===== src/rtl/cpu_pkg.sv =====
// Shared constants, state encoding and helpers for the program-counter / fetch stage.
// Latency: n/a (declarations only).
// Backpressure: n/a (declarations only).
package cpu_pkg;

  // Address / PC width; has to match the width of the external PC adder.
  localparam int CPU_AW = 14;

  // Instruction word width.
  localparam int CPU_DW = 16;

  // PC value loaded on reset.
  localparam logic [CPU_AW-1:0] CPU_RESET_ADDR = 14'h0000;

  // Width of the optional delivered-instruction counter.
  localparam int CNT_W = 16;

  // Fetch FSM states; the encoding is fixed so it can be probed from outside.
  typedef enum logic [1:0] {
    INICIO     = 2'd0,
    PEDIR      = 2'd1,
    ESPERA_DEC = 2'd2
  } estado_t;

  // Saturating increment for the delivered-instruction counter.
  function automatic logic [CNT_W-1:0] inc_sat(input logic [CNT_W-1:0] v);
    return (v == {CNT_W{1'b1}}) ? v : v + CNT_W'(1);
  endfunction

endpackage


===== src/rtl/contador_programa_registro_inst.sv =====
// Instruction/PC holding register between fetch and decode; load sets valid, flush clears it.
// Latency: 1 cycle from load to valid output.
// Backpressure: contents held unchanged while neither load nor flush is asserted.
module registro_inst
  import cpu_pkg::*;
#(
  parameter int AW = CPU_AW,
  parameter int DW = CPU_DW
) (
  input  logic          clk,
  input  logic          rst,
  input  logic          carga,
  input  logic          vacia,
  input  logic [DW-1:0] dato,
  input  logic [AW-1:0] dir,
  output logic          valido,
  output logic [DW-1:0] inst,
  output logic [AW-1:0] inst_pc
);

  // Capture the fetched word and its address; a flush only drops the valid bit,
  // the stale word stays in place but is never presented as valid.
  always_ff @(posedge clk or posedge rst) begin
    if (rst) begin
      valido  <= 1'b0;
      inst    <= '0;
      inst_pc <= '0;
    end else if (carga) begin
      valido  <= 1'b1;
      inst    <= dato;
      inst_pc <= dir;
    end else if (vacia) begin
      valido  <= 1'b0;
    end
  end

endmodule


===== src/rtl/contador_programa.sv =====
// Program counter and fetch stage around the external PC adder; optional macro CONTADOR_PROGRAMA_CNT_EN adds inst_cnt.
// Latency: ack in the first PEDIR cycle gives inst_valid on the next cycle; one instruction per 2 cycles sustained.
// Backpressure: no new fetch is issued while decode holds inst_ready low; a branch always flushes the held instruction.
module contador_programa
  import cpu_pkg::*;
#(
  parameter int            AW         = CPU_AW,
  parameter int            DW         = CPU_DW,
  parameter logic [AW-1:0] RESET_ADDR = AW'(CPU_RESET_ADDR)
) (
  input  logic             clk,
  input  logic             rst,
  output logic [AW-1:0]    pc_actual,
  input  logic [AW-1:0]    pc_sig,
  input  logic             salto_en,
  input  logic [AW-1:0]    salto_dir,
  output logic             mem_req,
  output logic [AW-1:0]    mem_addr,
  input  logic             mem_ack,
  input  logic [DW-1:0]    mem_data,
  output logic             inst_valid,
  input  logic             inst_ready,
  output logic [DW-1:0]    inst_out,
  output logic [AW-1:0]    inst_pc
`ifdef CONTADOR_PROGRAMA_CNT_EN
  ,
  output logic [CNT_W-1:0] inst_cnt
`endif
);

  estado_t       estado;
  logic [AW-1:0] pc;
  logic [AW-1:0] salto_tgt;
  logic          salto_pend;
  logic          carga;
  logic          vacia;

  // The memory sees the registered PC directly; it only moves on ack or outside PEDIR,
  // which keeps the request address stable for the whole request.
  assign pc_actual = pc;
  assign mem_addr  = pc;

  // Accept the returned word only when no redirect is pending or arriving;
  // drop the held word when decode takes it or when a branch arrives.
  assign carga = (estado == PEDIR) && mem_ack && !salto_pend && !salto_en;
  assign vacia = (estado == ESPERA_DEC) && (salto_en || inst_ready);

  // Fetch FSM with the PC register, branch-pending latch and registered mem_req.
  always_ff @(posedge clk or posedge rst) begin
    if (rst) begin
      estado     <= INICIO;
      pc         <= RESET_ADDR;
      salto_tgt  <= RESET_ADDR;
      salto_pend <= 1'b0;
      mem_req    <= 1'b0;
    end else begin
      case (estado)
        INICIO: begin
          // Any ack arriving here belongs to an abandoned request and is ignored.
          estado  <= PEDIR;
          mem_req <= 1'b1;
          if (salto_en) begin
            pc <= salto_dir;
          end
        end

        PEDIR: begin
          if (mem_ack) begin
            if (salto_pend || salto_en) begin
              // Returned word belongs to the wrong path: discard it and refetch at the target.
              pc         <= salto_en ? salto_dir : salto_tgt;
              salto_pend <= 1'b0;
            end else begin
              pc      <= pc_sig;
              estado  <= ESPERA_DEC;
              mem_req <= 1'b0;
            end
          end else if (salto_en) begin
            // The address may not change mid-request, so remember the target until the ack.
            salto_pend <= 1'b1;
            salto_tgt  <= salto_dir;
          end
        end

        ESPERA_DEC: begin
          if (salto_en) begin
            pc      <= salto_dir;
            estado  <= PEDIR;
            mem_req <= 1'b1;
          end else if (inst_ready) begin
            estado  <= PEDIR;
            mem_req <= 1'b1;
          end
        end

        default: begin
          estado     <= INICIO;
          mem_req    <= 1'b0;
          salto_pend <= 1'b0;
        end
      endcase
    end
  end

  registro_inst #(
    .AW(AW),
    .DW(DW)
  ) u_registro_inst (
    .clk    (clk),
    .rst    (rst),
    .carga  (carga),
    .vacia  (vacia),
    .dato   (mem_data),
    .dir    (pc),
    .valido (inst_valid),
    .inst   (inst_out),
    .inst_pc(inst_pc)
  );

`ifdef CONTADOR_PROGRAMA_CNT_EN
  // Count instructions actually handed to decode; a same-cycle branch cancels the transfer.
  always_ff @(posedge clk or posedge rst) begin
    if (rst) begin
      inst_cnt <= '0;
    end else if (inst_valid && inst_ready && !salto_en) begin
      inst_cnt <= inc_sat(inst_cnt);
    end
  end
`endif

endmodule


===== config.mk =====
export PLATFORM = sky130hd
export DESIGN_NAME = contador_programa
export DESIGN_NICKNAME = d
export VERILOG_FILES = /design/src/rtl/cpu_pkg.sv /design/src/rtl/contador_programa_registro_inst.sv /design/src/rtl/contador_programa.sv
export SDC_FILE = /design/constraint.sdc
export NUM_CORES = 1
export LEC_CHECK = 0
export ABC_AREA = 1
export CAP_MARGIN = 20
export CORE_MARGIN = 8
export CORE_UTILIZATION = 30
export CTS_BUF_LIST = sky130_fd_sc_hd__clkbuf_8
export DETAILED_ROUTE_END_ITERATION = 12
export SLEW_MARGIN = 20
export SYNTH_ARGS = -nofsm -noshare
export SYNTH_HDL_FRONTEND = slang
export SYNTH_HIERARCHICAL = 1
export SYNTH_SLANG_ARGS = --single-unit

===== constraint.sdc =====
create_clock -name clk -period 1.8 [get_ports clk]
set_input_delay 0.18 -clock clk [delete_from_list [all_inputs] [get_ports clk]]
set_output_delay 0.18 -clock clk [all_outputs]
set_load 0.02 [all_outputs]

Yosys cells after proc, flatten, opt, wreduce, memory -nomap -nowiden
Cells that the tools add are included.
{"block": "totals", "input_bits": 49, "output_inout_bits": 60, "wordCells": 55, "reg_bits": 63}
{"block": "classes", "n_eq_ne": 8, "reduce_logical": 16, "mux": 21, "bitwise": 2}
{"operator": "two-way mux 14 bit", "n": 4}
{"operator": "case mux 14 bit (2 select lines)", "n": 1}
{"operator": "two-way mux 1 bit", "n": 9}
{"operator": "AND reduction 3 bit", "n": 3}
{"operator": "two-way mux 2 bit", "n": 4}
{"operator": "!= test 3 bit (second input constant)", "n": 2}
{"operator": "case mux 2 bit (3 select lines)", "n": 1}
{"operator": "logical AND 1 bit", "n": 4}
{"operator": "!= test 2 bit (second input constant)", "n": 2}
{"operator": "nonzero test 2 bit", "n": 2}
{"operator": "!= test 3 x 2 -> 1 bit (second input constant)", "n": 1}
{"operator": "case mux 1 bit (3 select lines)", "n": 1}
{"operator": "equality test 2 x 1 -> 1 bit (second input constant)", "n": 1}
{"operator": "equality test 2 bit (second input constant)", "n": 1}
{"operator": "logical NOT 1 bit", "n": 2}
{"operator": "logical NOT 2 bit", "n": 1}
{"operator": "logical OR 1 bit", "n": 2}
{"operator": "!= test 2 x 1 -> 1 bit (second input constant)", "n": 1}
{"operator": "inverter 1 bit", "n": 2}
{"operator": "case mux 1 bit (2 select lines)", "n": 1}
{"operator": "AND reduction 2 bit", "n": 1}
{"operator": "OR reduction 2 bit", "n": 1}

Depth between registers and ports, before layout
Gate-level depths: netlist of run 1.
{"block": "logic_depth", "depth_word": 5, "ltp_mapped": 8}

Modules after synthesis
The synthesis of run 1 kept the hierarchy.
{"mod": "contador_programa", "seq_area_each_um2": 775.7, "instances": 1, "cells_per_inst": 262, "area_per_inst_um2": 1971.9}
{"mod": "registro_inst", "seq_area_each_um2": 775.7, "instances": 1, "cells_per_inst": 132, "area_per_inst_um2": 1162.4}

Worst setup path before layout of run 1
Ideal clock, no wire load.
{"block": "synth_path", "kind": "reg2reg", "from": "register mem_req (netlist name)", "to": "register u_registro_inst.inst[10]", "t_required_ns": 1.683, "n_path_buf": 2, "setup_slack_ns": 0.404, "setup_time_ns": 0.117, "synth_period_minus_slack_ns": 1.396, "stages_incl_launch_ff": 8, "arrival_ns": 1.279, "cell_sequence": "dfrtp_1 -> buf_6 -> nand3_4 -> nor2_1 -> inv_2 -> buf_2 -> nand2_1 -> nand2_1"}
{"item": "end signal, assigned", "line_no": "contador_programa_registro_inst.sv:30", "rtl": "inst <= dato;"}
{"item": "end, declared", "line_no": "contador_programa_registro_inst.sv:17", "rtl": "output logic [DW-1:0] inst,"}

Final worst setup path of run 1
{"block": "layout_path", "from": "register mem_req", "to": "output port mem_req"}
{"item": "start, declared", "line_no": "contador_programa.sv:17", "rtl": "output logic mem_req,"}
{"item": "start signal, assigned", "line_no": "contador_programa.sv:55", "rtl": "mem_req <= 1'b0;"}
{"item": "start signal, assigned", "line_no": "contador_programa.sv:61", "rtl": "mem_req <= 1'b1;"}
{"item": "start signal, assigned", "line_no": "contador_programa.sv:76", "rtl": "mem_req <= 1'b0;"}
No word-level cell between the ends.

==> results of run 1 <==
per-layer routing:
metal | up-vias | routed length (um) | global-route usage (%)
li1 | 1409 | - | -
met1 | 1246 | 3970 | 15.9
met2 | 88 | 4030 | 20.0
met3 | 7 | 641 | 3.90
met4 | 0 | 77 | 3.84
met5 | - | 0 | 0
layout make-up:
type                            count  area, um2
Inverter                           37        141
Clock buffer                       10        138
Tap cell                          136        170
Multi-Input combinational cell    261       1190
Fill cell                        1041       5780
Timing Repair Buffer              118       1180
Sequential cell                    62       1550
Clock inverter                      6       77.6
per-stage QoR:
| stage | power (mW) | utilization [%] |
|---|---|---|
| 4_1_cts | 8.05 | 43.5 |
| 6_report | 7.96 | 43.5 |
| 5_1_grt | 8.52 | 43.5 |
| 3_5_place_dp | 6.68 | 41.4 |
| 2_1_floorplan | 5.02 | - |
| 3_3_place_gp | 6.62 | 41.4 |
power by group through the flow:
stage	logic, mW	registers, mW	clock network (mW)
2_1_floorplan	1.94	3.09	0
3_3_place_gp	4.07	2.55	0
3_5_place_dp	4.11	2.58	0
4_1_cts	4.12	2.55	1.37
5_1_grt	4.43	2.65	1.44
6_report	4.08	2.54	1.34
Yosys cell counts (all sizes together):
cell    number  area (um2)
o21bai       1        7.51
a21oi       44         220
nor3         1        5.00
nand2      137         532
nor2        32         144
dfrtp       62        1550
inv         37         141
a31o         1        8.76
buf         34         250
o21a        14         105
nand3       29         158
o21ai        1        5.00
or2          1        6.26
registers in the layout, summed over array words and instances, names as in the netlist:
| name | flops |
|---|---|
| u_registro_inst/inst | 16 |
| mem_req | 1 |
| salto_pend | 1 |
| estado | 1 |
| mem_addr | 14 |
| u_registro_inst/valido | 1 |
| u_registro_inst/inst_pc | 14 |
| salto_tgt | 14 |
cells by family after synthesis:
family / synth area share [%]
AND/OR/NAND/NOR: 26.9
AO/OA/AOI/OAI: 11.1
buffers and inverters: 12.5
flip-flops: 49.5
worst max-delay path by stage:
stage	from	endpoint	slack (ns)
detailed placement	salto_en	u_registro_inst/inst[15]	0.13
global placement	salto_en	mem_addr[9]	0.15
CTS	mem_req	mem_req	0.08
floorplan	mem_req	u_registro_inst/inst[10]	0.40
global route	mem_req	mem_req	0.04
finish	mem_req	mem_req	0.10
==> reports/qor.txt, run 1 <==
OUTCOME
--------------------------------------------------------------------------------------
Status                                                                    finished clean

SETUP PATH
--------------------------------------------------------------------------------------
Maximum cell stage delay along the critical path                               0.67 ns
Cell-by-cell trace of the critical path                                   clkdlybuf4s50_1
Worst setup slack for register-to-register paths                               0.26 ns
Critical path endpoint category                                             output pin
Sum of buffers and inverters on the critical path                                    1
Destination of the worst register-to-register timing path                  mem_addr[3]
Kind of critical path                                                     flip-flop to output pin
Type of origin of the critical path                                          flip-flop
Highest-delay cell along the critical path                                sky130_fd_sc_hd__clkdlybuf4s50_1
Critical Path AT                                                               1.52 ns
Total number of cells along the worst setup path                                     1
Req. time, crit path                                                           1.62 ns
Crit-path leading delay family                                            buffers and inverters
Largest fanout on the critical path                                                  9
Number of cell instances on the worst register-to-register path                      6
Startpoint of the lowest-slack register-to-register path                       mem_req

ROUTING
--------------------------------------------------------------------------------------
WL per Instance                                                                13.9 um
Post-detailed-route DRC marker count                                                 0
1st-pass router iterations                                                           4
Remaining antenna violation count after routing                                      0
Vias per cell                                                                     4.37
Sum of routed wire length over all layers                                      8.73 mm
Total vias in the final route                                                     2750
First-iteration detailed-routing DRC count                                         231

GRT
--------------------------------------------------------------------------------------
Wire length of the first global-routing pass                                   14.3 mm
Overflow left after global routing                                                   0
Number of global-route vias before repair                                         2717
Maximum number of pins on one net before global-route repair                        32
Tot GR Track Use                                                                 12.5%
Number of antenna violations at the first check in global routing                    0

PLACEMENT
--------------------------------------------------------------------------------------
Instance area after placement                                                 4240 um2
Post-place setup slack                                                        0.125 ns
GP Congestion                                                                    0.821
DPL Wire Length                                                                6.53 mm
Number of placed instances with taps included                                      614
Port Buf Inserts                                                                   108

POWER
--------------------------------------------------------------------------------------
Worst voltage drop across the vdd grid                                        0.653 mV
NetSw                                                                          3.23 mW
Internal power summed over all cells                                           4.73 mW
Clock power frac                                                                 16.8%
Leakage                                                                        2.13 nW
Switching fraction of total power                                                40.6%
Power per cell area                                                        1790 nW/um2
Share of power burned in combinational logic                                     51.2%
Share of total power in sequential cells                                         32.0%

DIE
--------------------------------------------------------------------------------------
Standard cell core area                                                      10200 um2
I/O pin count                                                                      109
Initial standard-cell utilization of the core                                    30.6%
DIE AREA                                                                     14000 um2
Height of the die                                                               118 um
Die Width                                                                       118 um
Number of cell rows                                                                 37

LAYOUT
--------------------------------------------------------------------------------------
Share of layout cells above drive strength 1                                     7.49%
Most common cell after layout, fill and taps aside                        sky130_fd_sc_hd__nand2_1
Most used cells in the layout excluding fill and tap cells                134 x sky130_fd_sc_hd__nand2_1, 108 x sky130_fd_sc_hd__clkdlybuf4s50_1, 62 x sky130_fd_sc_hd__dfrtp_1, 44 x sky130_fd_sc_hd__a21oi_1, 35 x sky130_fd_sc_hd__inv_1
Area growth from synthesis to layout                                             42.1%
Final std cells w/o fill                                                           630
Nets@finish                                                                        538
Antenna diode count                                                                  0
Non-Filler Cell Area, Final                                                   4450 um2

TIMING
--------------------------------------------------------------------------------------
RSZ-0062 raised after global routing                                                no
Total Negative Setup Slacks                                                       0 ns
Final critical-path required period                                            1.70 ns
Final-layout worst hold slack                                                 0.269 ns
Max-slew violation count                                                             0
Relative slew margins                                                            66.1%
Worst setup margin                                                            0.103 ns
Total of endpoints with negative setup slack in the final report                     0
Maximum clock skew at final layout                                          0.00423 ns
Fraction of the cycle the final worst path needs                                 94.3%
Hold Fails Final Rpt                                                                 0
Highest clock frequency the design can meet                                    589 MHz
Slew at the pin closest to its max-slew limit                                 0.508 ns

SYNTH
--------------------------------------------------------------------------------------
Number of distinct standard cells referenced by the synthesized netlist             22
Mean Syn Cell Area                                                            7.95 um2
Portion of the post-synthesis area used by sequential elements                   49.5%
Number of synthesized register bits                                                 62
Post-synthesis instance area                                                  3130 um2
Net count after synthesis                                                          443
Cell count after synthesis                                                         394
Number of warnings issued by yosys                                                   6

CTS
--------------------------------------------------------------------------------------
Clock latency on the worst-skew pair                                           0.33 ns
TritonCTS clock tree                                                               yes
CTS Root Buffer Type                                                      sky130_fd_sc_hd__clkbuf_8
Num CTS Buffers                                                                      9
Worst-path clk slew                                                            0.07 ns
Resized Gates After CTS                                                              0
Number of clock sinks                                                               62
Maximum buffer depth of the clock tree                                               2
Hold_buf cts                                                                         0
CTS H-Tree Depth                                                                     3
Setup Buffers After CTS                                                              0

RUN
--------------------------------------------------------------------------------------
Max-cap violations                                                                   0

WORST HOLD PATH
--------------------------------------------------------------------------------------
Type of the tightest min-delay check                                      input port to asynchronous set/reset pin

Note: power is estimated with default switching activity, not from simulation.
==> run 2: changes to the inputs <==
--- a/config.mk
+++ b/config.mk
@@ -8,10 +8,9 @@
 export ABC_AREA = 1
 export CAP_MARGIN = 20
 export CORE_MARGIN = 8
-export CORE_UTILIZATION = 30
+export CORE_UTILIZATION = 25
 export CTS_BUF_LIST = sky130_fd_sc_hd__clkbuf_8
 export DETAILED_ROUTE_END_ITERATION = 12
-export SLEW_MARGIN = 20
 export SYNTH_ARGS = -nofsm -noshare
 export SYNTH_HDL_FRONTEND = slang
 export SYNTH_HIERARCHICAL = 1
==> constraint.sdc (replaced) <==
create_clock -name clk -period 1.85 [get_ports clk]
set_input_delay 0.185 -clock clk [delete_from_list [all_inputs] [get_ports clk]]
set_output_delay 0.185 -clock clk [all_outputs]
set_load 0.02 [all_outputs]
==> reports/qor.txt, run 2 (same netlist as run 1, synthesis figures left out) <==
CTS
--------------------------------------------------------------------------------
Worst-path clk slew                                                      0.08 ns   about the same
TritonCTS clock tree                                                         yes
CTS Root Buffer Type                                                sky130_fd_sc_hd__clkbuf_8
Setup Buffers After CTS                                                        0   unchanged
Hold_buf cts                                                                   0   unchanged
Maximum buffer depth of the clock tree                                         2   unchanged
Resized Gates After CTS                                                        0   unchanged
Clock latency on the worst-skew pair                                     0.34 ns   about the same
CTS H-Tree Depth                                                               3   unchanged
Num CTS Buffers                                                                9   unchanged
Number of clock sinks                                                         62   unchanged

DIE
--------------------------------------------------------------------------------
DIE AREA                                                               16400 um2   +17%
Initial standard-cell utilization of the core                              25.2%   -5.4 points
Number of cell rows                                                           41   +11%
Height of the die                                                         128 um   +8.3%
Standard cell core area                                                12400 um2   +21%
Die Width                                                                 128 um   +8.3%
I/O pin count                                                                109   unchanged

GRT
--------------------------------------------------------------------------------
Number of antenna violations at the first check in global routing              0   unchanged
Maximum number of pins on one net before global-route repair                  32   unchanged
Wire length of the first global-routing pass                             14.4 mm   +0.19%
Number of global-route vias before repair                                   2816   +3.6%
Overflow left after global routing                                             0   unchanged
Tot GR Track Use                                                           11.0%   -1.5 points

LAYOUT
--------------------------------------------------------------------------------
Reg with most FFs                                                   u_registro_inst/inst
Max FFs per register                                                          16   unchanged
Share of layout cells above drive strength 1                               8.27%   +0.78 points
Final std cells w/o fill                                                     668   +6.0%
Nets@finish                                                                  540   +0.37%
Non-Filler Cell Area, Final                                             4510 um2   +1.2%
Antenna diode count                                                            0   unchanged
Area growth from synthesis to layout                                       43.8%
Most common cell after layout, fill and taps aside                  sky130_fd_sc_hd__nand2_1
Most used cells in the layout excluding fill and tap cells          134 x sky130_fd_sc_hd__nand2_1, 108 x sky130_fd_sc_hd__clkdlybuf4s50_1, 62 x sky130_fd_sc_hd__dfrtp_1, 44 x sky130_fd_sc_hd__a21oi_1, 33 x sky130_fd_sc_hd__inv_1

ROUTING
--------------------------------------------------------------------------------
1st-pass router iterations                                                     4   unchanged
Post-detailed-route DRC marker count                                           0   unchanged
First-iteration detailed-routing DRC count                                   180   -22%
WL per Instance                                                          13.2 um   -4.6%
Remaining antenna violation count after routing                                0   unchanged
Total vias in the final route                                               2725   -0.91%
Sum of routed wire length over all layers                                8.83 mm   +1.2%
Vias per cell                                                               4.08   -6.5%

SETUP PATH
--------------------------------------------------------------------------------
Req. time, crit path                                                     1.66 ns   +0.04 ns
Kind of critical path                                               flip-flop to output pin
Critical path endpoint category                                       output pin
Crit-path leading delay family                                      buffers and inverters
Maximum cell stage delay along the critical path                         0.68 ns   about the same
Sum of buffers and inverters on the critical path                              1   unchanged
Cell-by-cell trace of the critical path                             clkdlybuf4s50_1
Largest fanout on the critical path                                            6   -3
Critical Path AT                                                         1.55 ns   +0.03 ns
Highest-delay cell along the critical path                          sky130_fd_sc_hd__clkdlybuf4s50_1
Type of origin of the critical path                                    flip-flop

RUN
--------------------------------------------------------------------------------
Max-cap violations                                                             0   unchanged

TIMING
--------------------------------------------------------------------------------
Worst setup margin                                                      0.112 ns   +0.00852 ns
RSZ-0062 raised after global routing                                          no
Max-slew violation count                                                       0   unchanged
Hold Fails Final Rpt                                                           0   unchanged
Slew at the pin closest to its max-slew limit                           0.402 ns   -0.106 ns
Fraction of the cycle the final worst path needs                           94.0%
Relative slew margins                                                      73.2%   +7.1 points
Total Negative Setup Slacks                                                 0 ns   unchanged
Highest clock frequency the design can meet                              575 MHz
Final critical-path required period                                      1.74 ns
Total of endpoints with negative setup slack in the final report               0   unchanged
Maximum clock skew at final layout                                    0.00801 ns   +0.00379 ns

POWER
--------------------------------------------------------------------------------
Power per cell area                                                  1720 nW/um2   -3.6%
Leakage                                                                  2.13 nW   -0.17%
Worst voltage drop across the vdd grid                                  0.466 mV   -29%
Overall power of the completed layout                                    7.77 mW   -2.5%

PLACEMENT
--------------------------------------------------------------------------------
DPL Wire Length                                                          6.90 mm   +5.5%
GP Congestion                                                              0.805   -1.9%
Number of placed instances with taps included                                652   +6.2%
Port Buf Inserts                                                             108   unchanged
Instance area after placement                                           4290 um2   +1.1%
Post-place setup slack                                                 0.0943 ns   -0.0308 ns

WORST HOLD PATH
--------------------------------------------------------------------------------
Type of the tightest min-delay check                                input port to asynchronous set/reset pin

OUTCOME
--------------------------------------------------------------------------------
Status                                                              finished clean

## run 2: cell type report
type,count,area [um2]
Fill cell,1312,7910
Sequential cell,62,1550
Multi-Input combinational cell,261,1190
Timing Repair Buffer,120,1180
Tap cell,172,215
Inverter,37,141
Clock buffer,10,138
Clock inverter,6,85.1
## run 2: report_power, final
group          leakage [nW]  switching (mW)  total, mW  internal, mW
Sequential            0.731           0.488       2.50          2.01
Combinational          1.29            2.12       3.93          1.81
Clock                 0.108           0.547       1.34         0.790
## run 2: metal layers
metal,wire (um),GRT usage (%)
met4,110,4.06
met1,3820,12.5
met5,0,0
met2,4290,18.8
met3,613,3.87
## run 2: stage by stage
step / hold slack [ns] / util (%)
finish: 0.260 / 36.3
detailed placement: 0.459 / 34.5
global route: 0.299 / 36.3
CTS: 0.258 / 36.3
global placement: 0.453 / 34.5
floorplan: 0.289 / -
## run 2: worst paths after layout
kind / start / end / slack, ns / depth (start not counted)
hold reg to reg: u_registro_inst/inst_pc[1] / u_registro_inst/inst_pc[1] / 0.47 / 2
min in group clk: mem_data[11] / u_registro_inst/inst[11] / 0.39 / 3
setup reg to reg: mem_req / salto_tgt[6] / 0.26 / 6
max in group asynchronous: rst / u_registro_inst/inst_pc[13] / 1.29 / 3
setup / recovery: mem_req / mem_req / 0.11 / 1
hold / removal: rst / u_registro_inst/inst_pc[11] / 0.26 / 3
==> run 3: changes to the inputs <==
--- a/config.mk
+++ b/config.mk
@@ -8,9 +8,10 @@
 export ABC_AREA = 1
 export CAP_MARGIN = 20
 export CORE_MARGIN = 8
-export CORE_UTILIZATION = 25
+export CORE_UTILIZATION = 45
 export CTS_BUF_LIST = sky130_fd_sc_hd__clkbuf_8
 export DETAILED_ROUTE_END_ITERATION = 12
+export PLACE_DENSITY_LB_ADDON = 0.2
 export SYNTH_ARGS = -nofsm -noshare
 export SYNTH_HDL_FRONTEND = slang
 export SYNTH_HIERARCHICAL = 1
==> reports/qor.txt, run 3 (same netlist as run 1, synthesis figures left out) <==
CTS
--------------------------------------------------------------------------------
Maximum buffer depth of the clock tree                                         2   unchanged
CTS Root Buffer Type                                                sky130_fd_sc_hd__clkbuf_8
CTS H-Tree Depth                                                               3   unchanged
Number of clock sinks                                                         62   unchanged
Clock latency on the worst-skew pair                                     0.35 ns   about the same
Setup Buffers After CTS                                                        0   unchanged
Resized Gates After CTS                                                        0   unchanged
Worst-path clk slew                                                      0.08 ns   about the same
TritonCTS clock tree                                                         yes
Num CTS Buffers                                                                9   unchanged
Hold_buf cts                                                                   0   unchanged

TIMING
--------------------------------------------------------------------------------
Fraction of the cycle the final worst path needs                           89.9%   -4.1 points
Max-slew violation count                                                       0   unchanged
RSZ-0062 raised after global routing                                          no
Relative slew margins                                                      67.7%   -5.6 points
Highest clock frequency the design can meet                              601 MHz   +4.6%
Total Negative Setup Slacks                                                 0 ns   unchanged
Total of endpoints with negative setup slack in the final report               0   unchanged
Maximum clock skew at final layout                                    0.00667 ns   -0.00135 ns
Slew at the pin closest to its max-slew limit                           0.484 ns   +0.0828 ns
Hold Fails Final Rpt                                                           0   unchanged
Final critical-path required period                                      1.66 ns   -0.0757 ns

GRT
--------------------------------------------------------------------------------
Maximum number of pins on one net before global-route repair                  32   unchanged
Number of antenna violations at the first check in global routing              0   unchanged
Tot GR Track Use                                                           17.4%   +6.3 points
Overflow left after global routing                                             0   unchanged
Number of global-route vias before repair                                   2742   -2.6%
Wire length of the first global-routing pass                             13.9 mm   -3.3%

LAYOUT
--------------------------------------------------------------------------------
Max FFs per register                                                          16   unchanged
Antenna diode count                                                            0   unchanged
Area taken by multi-input logic gates                                   1190 um2   unchanged
Area growth from synthesis to layout                                       39.9%
Reg with most FFs                                                   u_registro_inst/inst
Non-Filler Cell Area, Final                                             4390 um2   -2.7%
Most common cell after layout, fill and taps aside                  sky130_fd_sc_hd__nand2_1
Most used cells in the layout excluding fill and tap cells          134 x sky130_fd_sc_hd__nand2_1, 108 x sky130_fd_sc_hd__clkdlybuf4s50_1, 62 x sky130_fd_sc_hd__dfrtp_1, 44 x sky130_fd_sc_hd__a21oi_1, 33 x sky130_fd_sc_hd__inv_1
Share of layout cells above drive strength 1                               7.89%   -0.37 points
Area occupied by registers                                              1550 um2   unchanged
Final-layout fill cell count                                                 593   -55%
Nets@finish                                                                  538   -0.37%

POWER
--------------------------------------------------------------------------------
Worst voltage drop across the vdd grid                                  0.813 mV   +75%
Switching fraction of total power                                          40.7%   about the same
Overall power of the completed layout                                    7.75 mW   -0.16%
Share of total power in sequential cells                                   31.8%   -0.4 points
Clock power frac                                                           17.7%   +0.5 points
NetSw                                                                    3.15 mW   -0.13%
Leakage                                                                  2.12 nW   -0.41%
Power per cell area                                                  1770 nW/um2   +2.6%
Internal power summed over all cells                                     4.60 mW   -0.17%
Share of power burned in combinational logic                               50.5%   about the same

SETUP PATH
--------------------------------------------------------------------------------
Highest-delay cell along the critical path                          sky130_fd_sc_hd__clkdlybuf4s50_1
Req. time, crit path                                                     1.66 ns   about the same
Worst setup slack for register-to-register paths                         0.32 ns   +0.06 ns
Startpoint of the lowest-slack register-to-register path                 mem_req
Destination of the worst register-to-register timing path            mem_addr[5]
Critical path endpoint category                                       output pin
Maximum cell stage delay along the critical path                         0.66 ns   -0.02 ns
Type of origin of the critical path                                    flip-flop
Number of cell instances on the worst register-to-register path                6   unchanged
Cell-by-cell trace of the critical path                             clkdlybuf4s50_1
Critical Path AT                                                         1.48 ns   -0.07 ns
Kind of critical path                                               flip-flop to output pin
Sum of buffers and inverters on the critical path                              1   unchanged
Largest fanout on the critical path                                            5   -1
Crit-path leading delay family                                      buffers and inverters

DIE
--------------------------------------------------------------------------------
I/O pin count                                                                109   unchanged
Number of cell rows                                                           30   -27%
Height of the die                                                        99.5 um   -22%
Initial standard-cell utilization of the core                              46.4%   +21 points
DIE AREA                                                                9890 um2   -40%
Standard cell core area                                                 6760 um2   -46%
Die Width                                                                99.5 um   -22%

ROUTING
--------------------------------------------------------------------------------
Post-detailed-route DRC marker count                                           0   unchanged
Remaining antenna violation count after routing                                0   unchanged
First-iteration detailed-routing DRC count                                   128   -29%
Vias per cell                                                               4.81   +18%
Total vias in the final route                                               2761   +1.3%
Sum of routed wire length over all layers                                8.19 mm   -7.2%
1st-pass router iterations                                                     4   unchanged
WL per Instance                                                          14.3 um   +8.0%

PLACEMENT
--------------------------------------------------------------------------------
Port Buf Inserts                                                             108   unchanged
GP Congestion                                                              0.912   +13%
DPL Wire Length                                                          6.10 mm   -12%
Instance area after placement                                           4160 um2   -3.0%

OUTCOME
--------------------------------------------------------------------------------
Status                                                              finished clean

WORST HOLD PATH
--------------------------------------------------------------------------------
Type of the tightest min-delay check                                input port to asynchronous set/reset pin

RUN
--------------------------------------------------------------------------------
Max-cap violations                                                             0   unchanged

[run 3: final cells by class]
type / count / share of cell area [%]
multi-input cells: 261 / 27.2
clock inverters: 6 / 2.11
flip-flops and latches: 62 / 35.4
clock buffers: 10 / 3.14
inverters: 37 / 3.22
repair buffers: 118 / 26.6
well taps: 80 / 2.28
[run 3: how the worst max path moves through the flow]
stage | from | endpoint | slack (ns) | cells past startpoint
6_report | mem_req | mem_req | 0.19 | 1
2_1_floorplan | mem_req | u_registro_inst/inst[10] | 0.45 | 7
3_5_place_dp | salto_en | u_registro_inst/inst[2] | 0.07 | 8
3_3_place_gp | salto_en | u_registro_inst/inst[0] | 0.16 | 8
4_1_cts | mem_req | mem_req | 0.16 | 1
5_1_grt | mem_req | mem_req | 0.11 | 1
[run 3: stage by stage]
step,hold slack (ns),setup slack [ns],instances,util [%]
after floorplan,0.289,0.454,394,-
after global placement,0.453,0.157,558,61.5
after detailed placement,0.458,0.0694,558,61.5
after CTS,0.236,0.156,574,64.9
after global routing,0.265,0.115,574,64.9
final,0.238,0.187,574,64.9
[run 3: routing by layer]
metal	vias to the layer above	GRT usage, %	wire, um
li1	1416	-	-
met1	1232	22.2	3790
met2	102	26.8	3740
met3	11	6.08	558
met4	0	5.59	99
met5	-	0	0
[run 3: power groups by stage]
stage	Combinational, mW	Sequential, mW	Clock, mW
floorplan	1.88	3.00	0
global placement	3.88	2.49	0
detailed placement	3.94	2.50	0
CTS	3.96	2.48	1.41
global route	4.26	2.55	1.45
finish	3.92	2.47	1.37
